### src/rtl/sc_pkg.sv
// Types and helpers shared by the stochastic-computing blocks.
package sc_pkg;

    typedef enum logic [1:0] {
        IDLE = 2'd0,
        RUN  = 2'd1,
        DONE = 2'd2
    } sng_state_t;

    // Width of a counter that has to hold the values 0..len inclusive.
    function automatic int SC_LEN_W(input int len);
        return $clog2(len + 1);
    endfunction

endpackage

### src/rtl/sng_compare.sv
// N-bit unsigned less-than, used as the SNG comparator: lt = (a < b).
// Latency: combinational. Backpressure: none, no state.
// Flow: pure function of a and b; shared by all SNG variants.
module sng_compare #(
    parameter int N = 10
) (
    input  logic [N-1:0] a,
    input  logic [N-1:0] b,
    output logic         lt
);

    assign lt = (a < b);

endmodule

### src/rtl/sng_bitstream_gen.sv
// Stochastic number generator: one operand in, LEN-bit unipolar stream out (bit = rand_in < value).
// Latency: accept -> first bit_valid 1 cycle; final handshake -> done 1 cycle. Build option SNG_BIPOLAR_EN.
// Backpressure: bit_ready=0 freezes len_cnt and the external counter, so bit_out stays stable.
module sng_bitstream_gen
    import sc_pkg::*;
#(
    parameter int N   = 10,
    parameter int LEN = 1024
) (
    input  logic         clk,
    input  logic         rst,
    input  logic         in_valid,
    input  logic [N-1:0] in_value,
    output logic         in_ready,
    input  logic         abort,
    input  logic [N-1:0] rand_in,
    output logic         cnt_enable,
    output logic         cnt_restart,
    output logic         bit_out,
    output logic         bit_valid,
    input  logic         bit_ready,
    output logic         busy,
    output logic         done
);

    localparam int            LW   = SC_LEN_W(LEN);
    localparam logic [LW-1:0] LAST = LW'(LEN - 1);
    localparam logic [N-1:0]  MSB  = {1'b1, {(N-1){1'b0}}};

    sng_state_t    state;
    logic [N-1:0]  value_reg;
    logic [LW-1:0] len_cnt;
    logic [N-1:0]  load_val;
    logic          cmp_lt;

`ifdef SNG_BIPOLAR_EN
    // Offset binary: flipping the sign bit maps -2^(N-1)..2^(N-1)-1 onto 0..2^N-1.
    assign load_val = in_value ^ MSB;
`else
    assign load_val = in_value;
    logic unused_msb;
    assign unused_msb = ^MSB;
`endif

    sng_compare #(.N(N)) u_cmp (
        .a  (rand_in),
        .b  (value_reg),
        .lt (cmp_lt)
    );

    always_ff @(posedge clk) begin
        if (rst) begin
            state     <= IDLE;
            value_reg <= '0;
            len_cnt   <= '0;
        end else begin
            case (state)
                IDLE: begin
                    if (in_valid) begin
                        value_reg <= load_val;
                        len_cnt   <= '0;
                        state     <= RUN;
                    end
                end
                RUN: begin
                    // abort takes priority over a final handshake in the same cycle
                    if (abort) begin
                        state <= IDLE;
                    end else if (bit_ready) begin
                        len_cnt <= len_cnt + LW'(1);
                        if (len_cnt == LAST) begin
                            state <= DONE;
                        end
                    end
                end
                DONE:    state <= IDLE;
                default: state <= IDLE;
            endcase
        end
    end

    assign in_ready    = !rst && (state == IDLE);
    assign bit_valid   = !rst && (state == RUN);
    assign bit_out     = cmp_lt;
    assign cnt_enable  = bit_valid && bit_ready;
    // Restarting on accept makes the counter read index 0 in the first RUN cycle.
    assign cnt_restart = !rst && (((state == IDLE) && in_valid) ||
                                  ((state != IDLE) && abort));
    assign busy        = (state != IDLE);
    assign done        = (state == DONE);

endmodule

### config.mk
export PLATFORM = sky130hd
export DESIGN_NAME = sng_bitstream_gen
export DESIGN_NICKNAME = d
export VERILOG_FILES = /design/src/rtl/sc_pkg.sv /design/src/rtl/sng_compare.sv /design/src/rtl/sng_bitstream_gen.sv
export SDC_FILE = /design/constraint.sdc
export NUM_CORES = 1
export LEC_CHECK = 0
export ABC_AREA = 1
export CAP_MARGIN = 20
export CORE_ASPECT_RATIO = 1.1
export CORE_MARGIN = 1.5
export CORE_UTILIZATION = 36
export CTS_CLUSTER_DIAMETER = 30
export DETAILED_ROUTE_END_ITERATION = 8
export PLACE_DENSITY_LB_ADDON = 0.12
export SETUP_SLACK_MARGIN = 0.15
export SLEW_MARGIN = 20
export SYNTH_ARGS = -nofsm -noshare
export SYNTH_HDL_FRONTEND = slang
export SYNTH_HIERARCHICAL = 1
export SYNTH_SLANG_ARGS = --single-unit
### constraint.sdc
create_clock -name clk -period 1.35 [get_ports clk]
set_input_delay 0.27 -clock clk [delete_from_list [all_inputs] [get_ports clk]]
set_output_delay 0.27 -clock clk [all_outputs]
set_load 0.03 [all_outputs]
==> results of run 1 <==
## cells by family (layout without fill, tap and decap cells)
group | count (synthesis) | in the layout | share of synthesized area
AO/OA/AOI/OAI | 27 | 27 | 0.112
adder cells (fa/ha/maj) | 10 | 10 | 0.0858
buffers and inverters | 39 | 105 | 0.112
flip-flops | 23 | 23 | 0.316
AND/OR/NAND/NOR | 104 | 104 | 0.374
## area by class of cell
| type | count | area [um^2] |
|---|---|---|
| fill | 349 | 1380 |
| multi-input combinational | 141 | 1180 |
| timing repair buffer | 66 | 637 |
| sequential | 23 | 483 |
| inverter | 35 | 141 |
| tap | 52 | 65.1 |
| clock buffer | 4 | 45.0 |
## per-stage QoR
stage               area, um^2  total power, uW
floorplan                 1480              982
global placement          1960             1160
detailed placement        1960             1160
CTS                       2310             1700
global route              2560             1900
finish                    2560             1790
## power breakdown
part / internal [uW] / switching [uW]
combinational: 316 / 310
sequential: 708 / 20.7
clock: 211 / 226
## cell usage in the layout, fill, tap and decap left out, types with 12 or more instances in the layout
| cell | instances |
|---|---|
| inv_1 | 24 |
| nand2_1 | 23 |
| nor2_1 | 21 |
| buf_4 | 21 |
| buf_6 | 19 |
| nand2_2 | 14 |
| dlygate4sd2_1 | 12 |
| clkdlybuf4s50_1 | 12 |
| dfxtp_2 | 12 |
## per-layer routing
layer / vias up / global-route usage / wire length, um
met5: - / 0 / 0
met4: 0 / 0.0580 / 44
met3: 6 / 0.0227 / 89
met2: 19 / 0.288 / 1900
met1: 661 / 0.182 / 1550
li1: 776 / - / -
## worst reg2reg max path: cells and delay by family, from the launching register on
kind                   cells  cell delay (ns)
DFF                        1             0.37
AOI/OAI and AO/OA          1             0.12
and+or+nand+nor            6             0.48
buffers and inverters      2             0.27
## how the worst min path moves through the flow
stage,to,slack (ns),cells after the start
3_3_place_gp,value_reg[4],0.46,2
6_report,value_reg[6],0.48,2
4_1_cts,value_reg[6],0.48,2
3_5_place_dp,len_cnt[3],0.47,2
2_1_floorplan,len_cnt[1],0.34,1
5_1_grt,len_cnt[5],0.51,2
## timing repair
item	CTS	global route
endpoints found under the setup margin	26	29
buffers inserted	10	6
hold buffers	0	0
pin swaps	39	26
gates cloned	0	2
gates resized for setup	86	54
==> metrics.md, run 1 <==
| Metric | Value |
|---|---|
| Outcome | `complete, but fails checks` |
| Failing checks | `setup timing` |
| Static Leak | `0.00108 uW` |
| Critical path arrival | `1.46 ns` |
| Synth unique cells | `28` |
| Final WL | `3580 um` |
| DP Cell Count | `299` |
| GRT Util Overall | `0.157` |
| Top Family by Delay on Critical Path | `simple AND/OR/NAND/NOR gates` |
| Worst Hold Margin | `0.479 ns` |
| Wire per inst | `11.2 um` |
| Pre-antenna DRT Iters | `4` |
| Seq/Total Area, Yosys | `0.316` |
| Worst skew pair latency | `0.27 ns` |
| Crit Path Category | `flip-flop to primary output` |
| Via density per instance | `4.55` |
| Maximum clock rate | `578 MHz` |
| Crit path top cell by count | `nor2_4` |
| Vias in the first global route | `1,398` |
| DRC Markers | `0` |
| Antenna violations before repair | `0` |
| Final WS setup | `-0.381 ns` |
| Final setup viols | `3` |
| Synth Register Bits | `23` |
| Htree depth | `1` |
| Total number of cells along the worst setup path | `8` |
| Power density of the placed cells | `701 nW/um^2` |
| Crit-path cells | `inv_1 > ha_1 > nand2_2 > nor2_4 > nand2_1 > nor2_2 > nor2_4 > buf_6` |
| Root Driver | `clkbuf_8` |
| Largest net degree at the start of global routing | `13` |
| Critical path required time | `1.08 ns` |
| Startpoint Class | `flip-flop` |
| Syn nets | `238` |
| Gpl congestion | `0.729` |
| Slew headroom | `0.726` |
| Final core occ | `0.650` |
| Reg clk slew, reported paths | `0.09 ns` |
| Worst r2r src | `state[0]` |
| Post-synth EDFFs | `0` |
| Input/output buffers | `31` |
| Reg2reg end | `len_cnt[8]` |
| Fin. max-slew vios | `0` |
| Max Cap Violations | `0` |
| Cells after synthesis | `203` |
| Initial core utilization | `0.371` |
| Worst-margin pin slew | `0.408 ns` |
| DP HPWL | `2290 um` |
| Share of cells above drive strength 1 | `0.558` |
| Fin crit period | `1.73 ns` |
| P&R area growth vs syn | `75.2%` |
| Crit path largest cell delay | `0.33 ns` |
| Die Y | `69.8 um` |
| Mean Syn Cell Area | `7.19 um^2` |
| Total CTS buffers | `3` |
| Cell taking the most area after synthesis | `dfxtp_1` |
| Async set-reset flop share out of synthesis | `0` |
| Row count | `24` |
| Max VDD drop | `0.000440 V` |
| Total Neg Setup Slack | `-0.484 ns` |
| HP Class | `flip-flop to flip-flop` |
| Cell with the most instances after synthesis | `nand2_1` |
| Full die area | `4440 um^2` |
| Crit path from | `value_reg[6]` |
| Final #Nets | `305` |
| Ant. Diodes | `0` |
| Worst Path Buf+Inv | `2` |
| Final hold violations | `0` |
| Post-Layout Cell Count | `321` |
| Setup crit end kind | `primary output` |
| Clk sink count | `23` |
| First-pass GRT wire length | `5720 um` |
| CP max-delay cell | `dfxtp_2` |
| Max FFs per register | `11` |
| Post-Place Worst Slack | `-0.547 ns` |
| Most common library cells after synthesis | `nand2_1, inv_1, nor2_1, dfxtp_1` |
| Top post-synthesis cells by area | `dfxtp_1, nand2_1, inv_1` |
| Core Area | `3930 um^2` |
| Ports | `32` |
| Total gr overflow | `0` |
| Initial DRC Count | `35` |
| Vias | `1,462` |
| Synth Flop Type | `dfxtp_1` |
| Worst-path maximum fanout | `2` |
| Min-delay src | `value_reg[6]` |
| CP endpoint | `bit_out` |
| Synth top area share | `0.316` |
| R2R depth | `9` |
| Yosys Warn Count | `6` |
| Post-route ant nets | `0` |
| RSZ-0062 raised after global routing | `yes` |
| Clock buffer depth | `2` |
| Worst Clk Skew | `0.00693 ns` |
| Worst R2R Setup Slack | `0.04 ns` |
| Cell area after synthesis | `1460 um^2` |
| Die Span X | `63.7 um` |
| Final Cycle Share | `1.28` |
| CTS tree | `built` |
Power figures use the tool's default switching activity.
==> inputs of run 2 (changes only) <==
--- a/config.mk
+++ b/config.mk
@@ -12,8 +12,8 @@
 export CORE_UTILIZATION = 36
 export CTS_CLUSTER_DIAMETER = 30
 export DETAILED_ROUTE_END_ITERATION = 8
-export PLACE_DENSITY_LB_ADDON = 0.12
-export SETUP_SLACK_MARGIN = 0.15
+export PLACE_DENSITY_LB_ADDON = 0.1
+export SETUP_SLACK_MARGIN = 0.4
 export SLEW_MARGIN = 20
 export SYNTH_ARGS = -nofsm -noshare
 export SYNTH_HDL_FRONTEND = slang
==> metrics.md, run 2 (synthesized netlist as in run 1, its figures left out) <==
| Metric | Value |
|---|---|
| Outcome | `complete, but fails checks` |
| Failing checks | `setup timing` |
| Vias in the first global route | `1,479` |
| Fin. max-slew vios | `0` |
| Commonest cells after routing, fill and taps aside | `buf_6, nor2_1, inv_1, nand2_1, buf_4` |
| Root Driver | `clkbuf_8` |
| Critical path arrival | `1.47 ns` |
| Max Cap Violations | `0` |
| Input/output buffers | `31` |
| Clock buffer depth | `2` |
| Worst-margin pin slew | `0.339 ns` |
| Final WS setup | `-0.394 ns` |
| Row count | `24` |
| Post-route ant nets | `0` |
| Worst r2r src | `state[1]` |
| Gpl congestion | `0.755` |
| Worst R2R Setup Slack | `-0.08 ns` |
| Largest net degree at the start of global routing | `13` |
| Via density per instance | `4.55` |
| Wire per inst | `11.4 um` |
| Sequential share of power | `0.393` |
| Startpoint Class | `flip-flop` |
| Min-delay src | `value_reg[6]` |
| Top Family by Delay on Critical Path | `simple AND/OR/NAND/NOR gates` |
| Leading cell type in the layout, fill and taps excluded | `buf_6` |
| Hold Path Stages | `2` |
| Worst Path Buf+Inv | `2` |
| Final Cycle Share | `1.29` |
| Pre-antenna DRT Iters | `2` |
| Final WL | `3700 um` |
| Int Power | `1260 uW` |
| Vias | `1,478` |
| Worst Clk Skew | `0.00606 ns` |
| Maximum clock rate | `573 MHz` |
| Crit Path Category | `flip-flop to primary output` |
| Clock network power share | `0.239` |
| Reg2reg end | `len_cnt[7]` |
| Hold endpoint | `value_reg[6]` |
| Ant. Diodes | `0` |
| Crit path top cell by count | `nor2_4` |
| Static Leak | `0.00116 uW` |
| Hold buffers post-CTS | `0` |
| P&R area growth vs syn | `85.3%` |
| Setup crit end kind | `primary output` |
| Core Area | `3930 um^2` |
| DP HPWL | `2350 um` |
| Slew headroom | `0.773` |
| DRC Markers | `0` |
| Combinational share of power | `0.368` |
| Fin crit period | `1.74 ns` |
| Final setup viols | `14` |
| Htree depth | `1` |
| R2R depth | `11` |
| Final Cell Area | `2700 um^2` |
| Crit path largest cell delay | `0.34 ns` |
| RSZ-0062 raised after global routing | `yes` |
| Worst-path maximum fanout | `2` |
| GRT Util Overall | `0.177` |
| Full die area | `4440 um^2` |
| Total number of cells along the worst setup path | `8` |
| Final hold violations | `0` |
| Total gr overflow | `0` |
| Worst skew pair latency | `0.27 ns` |
| Post-Place Worst Slack | `-0.550 ns` |
| Clk sink count | `23` |
| Die Y | `69.8 um` |
| Crit-path cells | `inv_2 > ha_4 > nand2_4 > nor2_4 > nand2_1 > nor2_2 > nor2_4 > buf_6` |
| Net Switching | `578 uW` |
| Power density of the placed cells | `680 nW/um^2` |
| Ports | `32` |
| Sw frac | `0.315` |
| Initial core utilization | `0.371` |
| Placed inst area | `2060 um^2` |
| Max VDD drop | `0.000343 V` |
| Total Neg Setup Slack | `-0.984 ns` |
| Reg clk slew, reported paths | `0.09 ns` |
| CTS tree | `built` |
| Antenna violations before repair | `0` |
| Critical path required time | `1.08 ns` |
| Max FFs per register | `11` |
| First-pass GRT wire length | `6350 um` |
| HP Class | `flip-flop to flip-flop` |
| Initial DRC Count | `35` |
| Die Span X | `63.7 um` |
| Total CTS buffers | `3` |
| Final #Nets | `309` |
| Final core occ | `0.687` |
| CP max-delay cell | `dfxtp_2` |
| Share of cells above drive strength 1 | `0.593` |
run 2: cell count changes in the layout (fill, tap and decap cells not counted), sizes merged:
cell	before	now
clkdlybuf4s50	12	13
dlygate4sd2	12	11
buf	42	46
run 2: power groups by stage:
stage               logic [uW]  clock network (uW)  registers (uW)
CTS                        619                 451             723
floorplan                  276                   0             736
detailed placement         451                   0             738
global placement           449                   0             739
global route               733                 479             727
finish                     676                 439             723
run 2: worst max-delay path by stage:
stage | to | slack, ns | from
CTS | bit_out | -0.38 | value_reg[9]
finish | bit_out | -0.39 | value_reg[9]
detailed placement | bit_out | -0.55 | rand_in[9]
floorplan | bit_out | -0.06 | value_reg[9]
global route | bit_out | -0.48 | value_reg[9]
global placement | bit_out | -0.53 | rand_in[9]
run 2: cell type report:
cell class              count  area [um^2]
flip-flops and latches     23          489
inverters                  35          144
clock buffers               4         45.0
repair buffers             70          709
multi-input cells         141         1250
fillers                   317         1230
well taps                  52         65.1
run 2: stage by stage:
step / instances / total power, uW / hold WS [ns]
2_1_floorplan: 203 / 1010 / 0.329
3_3_place_gp: 300 / 1190 / 0.466
3_5_place_dp: 300 / 1190 / 0.472
4_1_cts: 320 / 1790 / 0.489
5_1_grt: 325 / 1940 / 0.500
6_report: 325 / 1840 / 0.476
run 2: what timing repair did:
item                       4_1_cts  5_1_grt
resized for setup               93       33
pin swaps                       46       22
cloned                           2        0
buffers inserted                14        5
setup endpoints to repair       30       30
run 2: layer usage:
layer  vias to the layer above  global-route usage  routed length (um)
li1                        784                   -                   -
met1                       669               0.230                1660
met2                        21               0.309                1900
met3                         4              0.0211                 104
met4                         0              0.0435                  29
met5                         -                   0                   0
run 2: worst register-to-register path, stage by stage, from the launching register on:
cell,delay [ns]
dfxtp_4,0.37
nor2_4,0.17
nand2_2,0.11
buf_6,0.13
buf_6,0.11
nand2_4,0.07
nor2_8,0.05
buf_12,0.14
nand3_2,0.05
nand2_1,0.05
inv_1,0.05
nor2_1,0.04
